<file path="config.mk">
export PLATFORM = sky130hd
export DESIGN_NAME = axi32_lite_master
export DESIGN_NICKNAME = d
export VERILOG_FILES = /design/src/rtl/axi32_lite_master.sv
export SDC_FILE = /design/constraint.sdc
export NUM_CORES = 1
export LEC_CHECK = 0
export CAP_MARGIN = 20
export CELL_PAD_IN_SITES_DETAIL_PLACEMENT = 0
export CELL_PAD_IN_SITES_GLOBAL_PLACEMENT = 1
export CORE_ASPECT_RATIO = 0.6
export CORE_UTILIZATION = 27
export CTS_CLUSTER_DIAMETER = 50
export DETAILED_ROUTE_END_ITERATION = 8
export GPL_ROUTABILITY_DRIVEN = 0
export PLACE_DENSITY_LB_ADDON = 0.1
export SLEW_MARGIN = 20
export SYNTH_ARGS = -nofsm -noshare
export SYNTH_HDL_FRONTEND = slang
export SYNTH_SLANG_ARGS = --single-unit
</file>
<file path="constraint.sdc">
create_clock -name m_axi_clk_in -period 1.9 [get_ports m_axi_clk_in]
set_clock_uncertainty 0.15 [all_clocks]
set_input_delay 0.57 -clock m_axi_clk_in [delete_from_list [all_inputs] [get_ports m_axi_clk_in]]
set_output_delay 0.57 -clock m_axi_clk_in [all_outputs]
set_load 0.1 [all_outputs]
</file>
<file path="src/rtl/axi32_lite_master.sv">
`default_nettype none
// ============================================================================
// Module      : axi32_lite_master
// Description : Single-outstanding AXI4-Lite master. Converts a valid/ready
//               command into one AXI4-Lite write or read and returns the
//               response on a valid/ready response port. A per-transaction
//               cycle timeout aborts transactions to a dead slave.
// Revision    : 1.0 - initial release
// ============================================================================
module axi32_lite_master #(
    parameter int DATAWIDTH      = 32,
    parameter int ADDRWIDTH      = 8,
    parameter int TIMEOUT_CYCLES = 256
) (
    input  logic                   m_axi_clk_in,
    input  logic                   m_axi_reset_n_in,
    // command port
    input  logic                   cmd_valid_in,
    output logic                   cmd_ready_out,
    input  logic                   cmd_write_in,
    input  logic [ADDRWIDTH-1:0]   cmd_addr_in,
    input  logic [DATAWIDTH-1:0]   cmd_wdata_in,
    input  logic [DATAWIDTH/8-1:0] cmd_wstrb_in,
    // response port
    output logic                   rsp_valid_out,
    input  logic                   rsp_ready_in,
    output logic [DATAWIDTH-1:0]   rsp_rdata_out,
    output logic [1:0]             rsp_resp_out,
    output logic                   rsp_timeout_out,
    // AXI write address channel
    output logic [ADDRWIDTH-1:0]   m_axi_awaddr_out,
    output logic                   m_axi_awvalid_out,
    input  logic                   m_axi_awready_in,
    // AXI write data channel
    output logic [DATAWIDTH-1:0]   m_axi_wdata_out,
    output logic [DATAWIDTH/8-1:0] m_axi_wstrb_out,
    output logic                   m_axi_wvalid_out,
    input  logic                   m_axi_wready_in,
    // AXI write response channel
    input  logic [1:0]             m_axi_bresp_in,
    input  logic                   m_axi_bvalid_in,
    output logic                   m_axi_bready_out,
    // AXI read address channel
    output logic [ADDRWIDTH-1:0]   m_axi_araddr_out,
    output logic                   m_axi_arvalid_out,
    input  logic                   m_axi_arready_in,
    // AXI read data channel
    input  logic [DATAWIDTH-1:0]   m_axi_rdata_in,
    input  logic [1:0]             m_axi_rresp_in,
    input  logic                   m_axi_rvalid_in,
    output logic                   m_axi_rready_out
);

    localparam int                 c_CNT_W = $clog2(TIMEOUT_CYCLES + 1);
    localparam logic [c_CNT_W-1:0] c_TO    = c_CNT_W'(TIMEOUT_CYCLES);

    typedef enum logic [2:0] {
        S_IDLE    = 3'd0,
        S_WR_REQ  = 3'd1,
        S_WR_RESP = 3'd2,
        S_RD_REQ  = 3'd3,
        S_RD_DATA = 3'd4,
        S_RSP     = 3'd5
    } state_t;

    state_t                 r_state;
    state_t                 w_next;
    logic                   w_done;
    logic                   w_timeout;
    logic                   w_accept;
    logic                   w_active;
    logic                   w_cnt_hit;
    logic                   w_aw_ok;
    logic                   w_w_ok;

    logic [c_CNT_W-1:0]     r_cnt;
    logic                   r_awvalid;
    logic                   r_wvalid;
    logic [ADDRWIDTH-1:0]   r_awaddr;
    logic [ADDRWIDTH-1:0]   r_araddr;
    logic [DATAWIDTH-1:0]   r_wdata;
    logic [DATAWIDTH/8-1:0] r_wstrb;
    logic [DATAWIDTH-1:0]   r_rsp_rdata;
    logic [1:0]             r_rsp_resp;
    logic                   r_rsp_timeout;

    assign w_accept  = cmd_valid_in && (r_state == S_IDLE);
    assign w_active  = (r_state == S_WR_REQ) || (r_state == S_WR_RESP) ||
                       (r_state == S_RD_REQ) || (r_state == S_RD_DATA);
    assign w_cnt_hit = (r_cnt == c_TO);
    // A channel is finished once its valid has dropped or it handshakes now
    assign w_aw_ok   = !r_awvalid || m_axi_awready_in;
    assign w_w_ok    = !r_wvalid  || m_axi_wready_in;

    // State register
    always_ff @(posedge m_axi_clk_in) begin
        if (!m_axi_reset_n_in) begin
            r_state <= S_IDLE;
        end else begin
            r_state <= w_next;
        end
    end

    // Next-state decode; a phase-completing handshake beats the timeout
    always_comb begin
        w_next = r_state;
        w_done = 1'b0;
        case (r_state)
            S_IDLE:    if (cmd_valid_in) w_next = cmd_write_in ? S_WR_REQ : S_RD_REQ;
            S_WR_REQ:  if (w_aw_ok && w_w_ok) begin w_next = S_WR_RESP; w_done = 1'b1; end
            S_WR_RESP: if (m_axi_bvalid_in)   begin w_next = S_RSP;     w_done = 1'b1; end
            S_RD_REQ:  if (m_axi_arready_in)  begin w_next = S_RD_DATA; w_done = 1'b1; end
            S_RD_DATA: if (m_axi_rvalid_in)   begin w_next = S_RSP;     w_done = 1'b1; end
            S_RSP:     if (rsp_ready_in)      w_next = S_IDLE;
            default:   w_next = S_IDLE;
        endcase
        w_timeout = w_active && w_cnt_hit && !w_done;
        if (w_timeout) begin
            w_next = S_RSP;
        end
    end

    // Command capture, AW/W valid tracking, timeout counter, response capture
    always_ff @(posedge m_axi_clk_in) begin
        if (!m_axi_reset_n_in) begin
            r_cnt         <= '0;
            r_awvalid     <= 1'b0;
            r_wvalid      <= 1'b0;
            r_awaddr      <= '0;
            r_araddr      <= '0;
            r_wdata       <= '0;
            r_wstrb       <= '0;
            r_rsp_rdata   <= '0;
            r_rsp_resp    <= 2'b00;
            r_rsp_timeout <= 1'b0;
        end else begin
            // counter saturates at the limit so it never wraps past it
            if (w_accept) begin
                r_cnt <= '0;
            end else if (w_active && !w_cnt_hit) begin
                r_cnt <= r_cnt + c_CNT_W'(1);
            end

            if (w_accept) begin
                if (cmd_write_in) begin
                    r_awaddr  <= cmd_addr_in;
                    r_wdata   <= cmd_wdata_in;
                    r_wstrb   <= cmd_wstrb_in;
                    r_awvalid <= 1'b1;
                    r_wvalid  <= 1'b1;
                end else begin
                    r_araddr  <= cmd_addr_in;
                end
            end else if (r_state == S_WR_REQ) begin
                if (m_axi_awready_in || w_timeout) r_awvalid <= 1'b0;
                if (m_axi_wready_in  || w_timeout) r_wvalid  <= 1'b0;
            end

            if (w_timeout) begin
                r_rsp_rdata   <= '0;
                r_rsp_resp    <= 2'b10;
                r_rsp_timeout <= 1'b1;
            end else if ((r_state == S_WR_RESP) && m_axi_bvalid_in) begin
                r_rsp_rdata   <= '0;
                r_rsp_resp    <= m_axi_bresp_in;
                r_rsp_timeout <= 1'b0;
            end else if ((r_state == S_RD_DATA) && m_axi_rvalid_in) begin
                r_rsp_rdata   <= m_axi_rdata_in;
                r_rsp_resp    <= m_axi_rresp_in;
                r_rsp_timeout <= 1'b0;
            end
        end
    end

    assign cmd_ready_out     = (r_state == S_IDLE);
    assign rsp_valid_out     = (r_state == S_RSP);
    assign rsp_rdata_out     = r_rsp_rdata;
    assign rsp_resp_out      = r_rsp_resp;
    assign rsp_timeout_out   = r_rsp_timeout;
    assign m_axi_awaddr_out  = r_awaddr;
    assign m_axi_awvalid_out = r_awvalid;
    assign m_axi_wdata_out   = r_wdata;
    assign m_axi_wstrb_out   = r_wstrb;
    assign m_axi_wvalid_out  = r_wvalid;
    assign m_axi_bready_out  = (r_state == S_WR_RESP);
    assign m_axi_araddr_out  = r_araddr;
    assign m_axi_arvalid_out = (r_state == S_RD_REQ);
    assign m_axi_rready_out  = (r_state == S_RD_DATA);

endmodule
`default_nettype wire

</file>
Yosys cells after proc, flatten, opt, wreduce, memory -nomap -nowiden
Index checks and enable logic that the tools add are counted.
{"block": "classes", "muxes": 27, "n_addsub": 1, "n_eq_ne": 19, "reduce_logical": 33, "n_bitwise": 2}
{"operator": "$mux W3", "count": 7}
{"operator": "$pmux W3 S6", "count": 1}
{"operator": "$mux W1", "count": 14}
{"operator": "$ne A3 B2 Y1 const B", "count": 4}
{"operator": "$reduce_and A6 Y1", "count": 2}
{"operator": "$add A9 B1 Y9 const B", "count": 1}
{"operator": "$eq A9 B9 Y1 const B", "count": 1}
{"operator": "$mux W2", "count": 4}
{"operator": "$ne A2 B2 Y1 const B", "count": 4}
{"operator": "$reduce_bool A2 Y1", "count": 4}
{"operator": "$logic_and A1 B1 Y1", "count": 7}
{"operator": "$logic_or A1 B1 Y1", "count": 7}
{"operator": "$eq A3 B2 Y1 const B", "count": 2}
{"operator": "$eq A3 B3 Y1 const B", "count": 2}
{"operator": "$ne A2 B1 Y1 const B", "count": 3}
{"operator": "$ne A3 B1 Y1 const B", "count": 2}
{"operator": "$reduce_and A3 Y1", "count": 2}
{"operator": "$logic_not A1 Y1", "count": 4}
{"operator": "$pmux W1 S4", "count": 1}
{"operator": "$reduce_and A2 Y1", "count": 2}
{"operator": "$reduce_or A2 Y1", "count": 2}
{"operator": "$eq A3 B1 Y1 const B", "count": 1}
{"operator": "$logic_not A3 Y1", "count": 1}
{"operator": "$reduce_bool A3 Y1", "count": 1}
{"operator": "2 further kinds", "count": 3}
{"block": "totals", "wordCells": 95, "inputBits": 90, "output_inout_bits": 94, "regBits": 101}

Logic depth before layout (Yosys ltp)
{"block": "logic_depth", "depth_word": 11, "depth_mapped": 8, "ltp_nobuf": 7}

Least setup slack after synthesis
Ideal clock, no wire load.
{"block": "synth_path", "path_kind": "register to register", "startpoint": "reg r_state[1]", "endpoint": "reg r_rsp_rdata[0], in the netlist rsp_rdata_out[0]", "slack_ns": -2.241, "stages_incl_launch_ff": 7, "setup_time_ns": 0.117, "arrival_ns": 3.874, "path_buffers": 2, "t_required_ns": 1.633, "synth_period_minus_slack_ns": 4.141, "path_cell_list": "dfxtp_1 > buf_4 > nor3b_1 > nand2_1 > nand3_2 > buf_6 > a21oi_2"}
{"block": "synth_between", "elab_chain_len": 7, "elab_cells_between_ends": 14, "cone_classes": "eq/ne: 4; mux: 1; reduce/logical: 9"}
{"element": "start: declaration", "line": "66", "text": "state_t r_state;"}
{"element": "start signal: assignment", "line": "100", "text": "r_state <= w_next;"}
{"element": "$eq A3 B2 Y1 (*)"}
{"element": "via m_axi_bready_out", "line": "42", "text": "output logic m_axi_bready_out,"}
{"element": "parallel branches: the longest is 5 deep, another holds $pmux W1 S4"}
{"element": "$reduce_or A3 Y1 (no line) (*)"}
{"element": "end signal: assignment", "line": "168", "text": "r_rsp_rdata <= m_axi_rdata_in;"}
{"element": "end: declaration", "line": "83", "text": "logic [DATAWIDTH-1:0] r_rsp_rdata;"}
Mark *: on every way through the listed nets, which the timed path passes.
A chain may end at the register's enable or synchronous reset.

Final worst setup path
{"block": "layout_path", "startpoint": "reg r_state[1]", "endpoint": "reg r_state[0]"}
{"block": "layout_between", "elab_chain_len": 8, "elab_cells_between_ends": 22, "cone_classes": "eq/ne: 11; mux: 3; reduce/logical: 8"}
{"element": "parallel branches: the longest is 8 deep, another holds $reduce_and A6 Y1"}
Several ways; the timed one is not identified.

==> run metrics <==
Async S/R FF share, synth=0; # H-tree levels=3; Num CTS Buffers=9; hold_sp=m_axi_awaddr_out[0]; mux share of post-synthesis cell area=0.0267; reg2reg path depth=9; CTS Buffer Depth=2; Chip Width=162 um; end-of-flow core utilization=0.575; post-synthesis cell count=472; DP Area=7420 um^2; min-delay worst type=reg2reg; Tightest Pin Transition=429 ps; leakage dissipation=3.22 nW; PortBufs=183; Final Instance Area=8460 um^2; R2R setup slack=-170 ps; Cell Area, Synth=4120 um^2; routed vias/inst=4.41; RR Endpoint=r_state[0]; startpoint types=flop; Main synth FF type=dfxtp_1; kind of critical path=reg2reg; Synth area leaders=dfxtp_1 49%, nand2_1 15%, a21boi_0 8.6%, a21oi_2 6.4%, mux2i_1 2.7%; EDFF count, synth=0; Post-Synth Adder-Cell Area=0.00607; CTS tree=done; Area Overhead vs Synth=105%; vias in the first global route=3789; HPWL after DPL=9250 um; failing checks=setup timing; initial antenna violation count=2; share of cells above drive strength 1=0.401; Routed WL=13700 um; via count=3988; final worst-path cycle share=1.09; critical path endpoint category=flop; Clk pin slew, worst setup/hold paths=70 ps; number of max-cap violations=0; DRC errors left=0; Final Hold Viols=0; simple-gate share of the synthesized area=0.235; register area share after synthesis=0.490; Yosys reg bits=101; CTS root buf=clkbuf_16; Power Dens Cells=1210 nW/um^2; Iteration-0 DRC Markers=126; pin count of the biggest net entering global routing=37; CTS sink count=101; net count after synthesis=564; first-pass GRT wire length=19700 um; Worst EP arrival=2140 ps; Critical Path RT=1970 ps; Post-synth top cells=163 x nand2_1, 101 x dfxtp_1, 47 x a21boi_0; antenna viol nets, final=0; worst-path fanout max=5; Pint=5.80 mW; worst hold endpoint=m_axi_awaddr_out[0]; Slew headroom=0.711; RSZ-0062 raised after global routing=yes; IO Pins=184; grt ovf=0; Die Span Y=97.7 um; clock power share=0.172; die area=15800 um^2; hold path depth=2; maximum VDD drop=0.937 mV; Slew Viols, Final=0; Switching Fraction=0.431; Reg-to-Reg Start=r_state[1]; effective utilization at floorplan=0.280; drt wl/cell=15.1 um; compound-gate portion of the synthesized area=0.184; fin crit period=2070 ps; total track usage=0.159; Nets=792; Peak Freq=482 MHz; Syn Area/Cell=8.74 um^2; Combinational Power Share=0.567; setup violators final=94; worst skew pair latency=340 ps; most frequent cell after synthesis=nand2_1; share of the synthesized area in the top cell type=0.490; final setup margin=-175 ps; sequential share of power=0.261; status=complete, but fails checks; XOR/XNOR Fraction of Synth Area=0.0170; pre-CTS setup slack=-432 ps; std cell rows=34; post-synth cell types=42; largest family of logic cells by synthesized area=simple AND/OR/NAND/NOR gates; DR pass1 iterations=4; core area=14700 um^2; Switch Pwr=4.40 mW; Synth Warn #=0; biggest area consumer among synthesized cells=dfxtp_1
## how the worst max path moves through the flow
| stage | depth (start not counted) | slack (ps) | end | startpoint |
|---|---|---|---|---|
| final | 9 | -170 | r_state[0] | r_state[1] |
| after floorplan | 6 | -490 | m_axi_araddr_out[0] | r_state[0] |
| after CTS | 3 | -160 | cmd_ready_out | r_state[1] |
| after detailed placement | 7 | -430 | rsp_resp_out[0] | m_axi_wready_in |
| after global routing | 9 | -270 | r_state[0] | r_state[1] |
| after global placement | 7 | -390 | rsp_resp_out[0] | m_axi_wready_in |
## layout make-up
cell class,count,area (um^2)
Antenna cell,2,5.00
Clock buffer,10,239
Clock inverter,6,46.3
Fill cell,1235,6260
Inverter,6,22.5
Multi-Input combinational cell,337,2330
Sequential cell,101,2030
Tap cell,198,248
Timing Repair Buffer,245,3540
## cells by family (layout without fill, tap and decap cells)
family,Yosys count,in the layout
AO/OA/AOI/OAI,98,98
XOR/XNOR,8,8
adder cells (fa/ha/maj),2,2
buffers and inverters,34,267
flip-flops,101,101
multiplexers,11,11
other,0,2
AND/OR/NAND/NOR,218,218
## metrics by stage
stage / power [mW] / TNS, ps / std cells / hold slack, ps
after floorplan: 5.61 / -40390 / 472 / 321
after global placement: 7.42 / -23690 / 859 / 333
after detailed placement: 7.45 / -25340 / 859 / 344
after CTS: 9.46 / -1090 / 886 / 353
after global routing: 10.6 / -13140 / 904 / 355
final: 10.2 / -5730 / 905 / 339
## placed cells by master, fill, tap and decap left out, types with 3 or more instances in the layout
cell,n
a21boi_1,33
a21boi_2,15
a21oi_1,5
a21oi_2,34
buf_12,105
buf_4,34
buf_6,10
clkbuf_16,15
clkdlybuf4s50_1,82
dfxtp_1,98
dlymetal6s2s_1,6
inv_1,6
mux2i_1,11
nand2_1,133
nand2_2,10
nand2_4,20
nand2b_1,3
nand3_1,5
nand4_1,3
nor2_1,12
nor2b_1,9
nor3b_4,3
nor4_1,3
o21ai_2,3
xnor2_1,3
xor2_1,5
## critical path, cell delays in order (launching register included)
cell and delay [ps]:
dfxtp_4 370, buf_12 130, buf_6 110, nor4b_4 340, buf_4 180, a21oi_2 30, nand4_1 180, buf_4 160
mux2i_1 200, a21boi_1 90
## power groups by stage
stage          registers [mW]  logic (mW)  clock network, mW
6_report                 2.66        5.78               1.75
5_1_grt                  2.70        6.03               1.92
4_1_cts                  2.65        4.98               1.82
3_5_place_dp             2.71        4.75                  0
3_3_place_gp             2.70        4.72                  0
2_1_floorplan            4.07        1.54                  0
## repair_timing
item / CTS / global route
resized for setup: 13 / 147
pin swaps: 4 / 41
endpoints found under the setup margin: 46 / 84
hold buffers: 0 / 0
gates cloned: 0 / 8
buffers inserted: 12 / 9
## registers in the layout (all words and copies together) (netlist names)
signal             flops
r_state                3
m_axi_araddr_out       8
m_axi_wvalid_out       1
m_axi_wstrb_out        4
rsp_resp_out           2
m_axi_wdata_out       32
r_cnt                  9
m_axi_awvalid_out      1
rsp_rdata_out         32
m_axi_awaddr_out       8
rsp_timeout_out        1
## routing by layer
metal / vias up / global-route usage / part of all wire
li1: 2010 / - / -
met1: 1875 / 0.216 / 0.50
met2: 94 / 0.248 / 0.44
met3: 9 / 0.0433 / 0.049
met4: 0 / 0.0435 / 0.0088
met5: - / 0 / 0
Power figures use the tool's default switching activity.
==> patch (config.mk and constraints unchanged) <==
Re-encode `state_t` (6 states) as one-hot, 6 bits wide.
--- a/src/rtl/axi32_lite_master.sv
+++ b/src/rtl/axi32_lite_master.sv
@@ -54,13 +54,13 @@
     localparam int                 c_CNT_W = $clog2(TIMEOUT_CYCLES + 1);
     localparam logic [c_CNT_W-1:0] c_TO    = c_CNT_W'(TIMEOUT_CYCLES);
 
-    typedef enum logic [2:0] {
-        S_IDLE    = 3'd0,
-        S_WR_REQ  = 3'd1,
-        S_WR_RESP = 3'd2,
-        S_RD_REQ  = 3'd3,
-        S_RD_DATA = 3'd4,
-        S_RSP     = 3'd5
+    typedef enum logic [5:0] {
+        S_IDLE    = 6'b000001,
+        S_WR_REQ  = 6'b000010,
+        S_WR_RESP = 6'b000100,
+        S_RD_REQ  = 6'b001000,
+        S_RD_DATA = 6'b010000,
+        S_RSP     = 6'b100000
     } state_t;
 
     state_t                 r_state;
Check against the original RTL: no difference found for any inputs over 10 cycles, from zero or initial values and one cycle with m_axi_reset_n_in low; not proved beyond that.
==> patch against the original RTL <==
- the flow still finishes with violations (setup timing)
- count of clock-buffer cells in the layout increased by 1
- wire length grew 8.3%
- sequential cell count is 3 higher
- worst hold slack got worse by 2.2 ps
- first-iteration DRC count grew 33%
- synthesized cell count decreased by 10%
- die area is 2.8% lower
- fmax is 19% lower
- core utilization grew 3.0 points
- final area grew 3.8%
- area after synthesis down 2.9%
- register-to-register slack worse by 250 ps
- worst setup slack worse by 480 ps
- critical endpoint is now cmd_ready_out
- largest cell class unchanged
- highest routed layer unchanged
Power is not compared: it rests on default switching activity, and its combinational part moved more than twofold at a synthesized area within 25%.
==> patch: results (changes against the original RTL) <==
Global route
  • Largest net degree at the start of global routing: 33 (-11%)
  • Number of global-route vias before repair: 3945 (+4.1%)
  • First-pass GRT wire length: 22100 um (+13%)
  • GRT Total Usage: 19.0% (+3.1 points)

Hold path
  • Hold Startpoint: m_axi_wdata_out[13]
  • End of the worst hold path: m_axi_wdata_out[13]

Final layout
  • Filler Cell Count: 1153 (-6.6%)
  • # diodes: 0 (-2)
  • Post-layout nets: 773 (-2.4%)

Synthesis
  • Post-synthesis cell type count: 47 (+12%)
  • Synthesized netlist net count: 515 (-8.7%)
  • Seq/Total Area, Yosys: 52.0% (+2.9 points)
  • Syn_area_per_cell: 9.47 sq um (+8.4%)
  • Most frequent cells after synthesis: 104 x dfxtp_1, 100 x nand2_1, 36 x a21boi_0

STA
  • Final worst slack: -657 ps (-482 ps)
  • Setup TNS: -38180 ps (-32450 ps)
  • Slew headroom: 66.2% (-4.9 points)
  • Final setup viols: 109 (+16%)

Critical path
  • Worst-path maximum fanout: 2 (-3)
  • FF-to-FF path depth: 8 (-1)
  • Setup crit end: cmd_ready_out
  • Worst R2R Start: r_state[2]
  • Worst EP arrival: 1840 ps (-300 ps)
  • Setup slack, reg-to-reg: -420 ps (-250 ps)
  • Critical path's slowest cell: or4_4

Run status
  • Failing checks: setup timing
  • Outcome: complete, but fails checks

Detailed routing
  • Vias per inst: 4.57 (+3.7%)
  • Total Routed Length: 14800 um (+8.3%)
  • Initial DRC Count: 167 (+33%)

Placed design
  • Pre-CTS WS: -777 ps (-345 ps)
  • Placed Cells: 828 (-3.6%)
  • DPL Wire Length: 9550 um (+3.2%)
  • Dpl cell area: 7390 sq um (-0.44%)
patch: worst reg2reg max path, stage by stage (launching register included):
cell      delay, ps
dfxtp_2         340
or4_4           550
buf_4           160
nor3b_4         230
a221oi_4        110
buf_6           140
buf_6           110
and2_4          150
o31a_1          270
patch: area by class of cell:
class | count | area [sq um] | share of cell area, %
clock inverters | 5 | 38.8 | 0.442
well taps | 198 | 248 | 2.82
flip-flops and latches | 104 | 2090 | 23.8
inverters | 10 | 41.3 | 0.470
repair buffers | 271 | 3830 | 43.7
clock buffers | 11 | 253 | 2.88
multi-input cells | 285 | 2270 | 25.9
patch: metal layers:
| layer | vias up | track usage (%) | share of wire [%] |
|---|---|---|---|
| met1 | 1906 | 26.8 | 50 |
| met5 | - | 0 | 0 |
| li1 | 2005 | - | - |
| met2 | 120 | 28.3 | 44 |
| met3 | 10 | 5.17 | 5.3 |
| met4 | 0 | 5.29 | 0.82 |
patch: repair_timing:
item | CTS | global route
setup endpoints to repair | 109 | 109
hold endpoints to repair | 0 | 0
resized for setup | 85 | 109
buffers inserted | 24 | 12
pin swaps | 14 | 68
cloned | 12 | 1
patch: kinds of logic (layout without fill, tap and decap cells):
family | count (synthesis) | in the layout | share of synthesized area [%]
xor+xnor | 2 | 2 | 0.437
compound gates | 114 | 115 | 21.8
fa+ha+maj | 2 | 2 | 0.625
simple gates | 158 | 158 | 19.1
mux | 8 | 8 | 2.00
buf+inv | 35 | 297 | 4.06
flops | 104 | 104 | 52.0
patch: where the power goes:
part           switching, mW  internal [mW]  leakage, nW
sequential            0.0621           2.24        0.845
combinational          0.841          0.728         2.49
clock                  0.844          0.971        0.143
total                   1.75           3.94         3.48
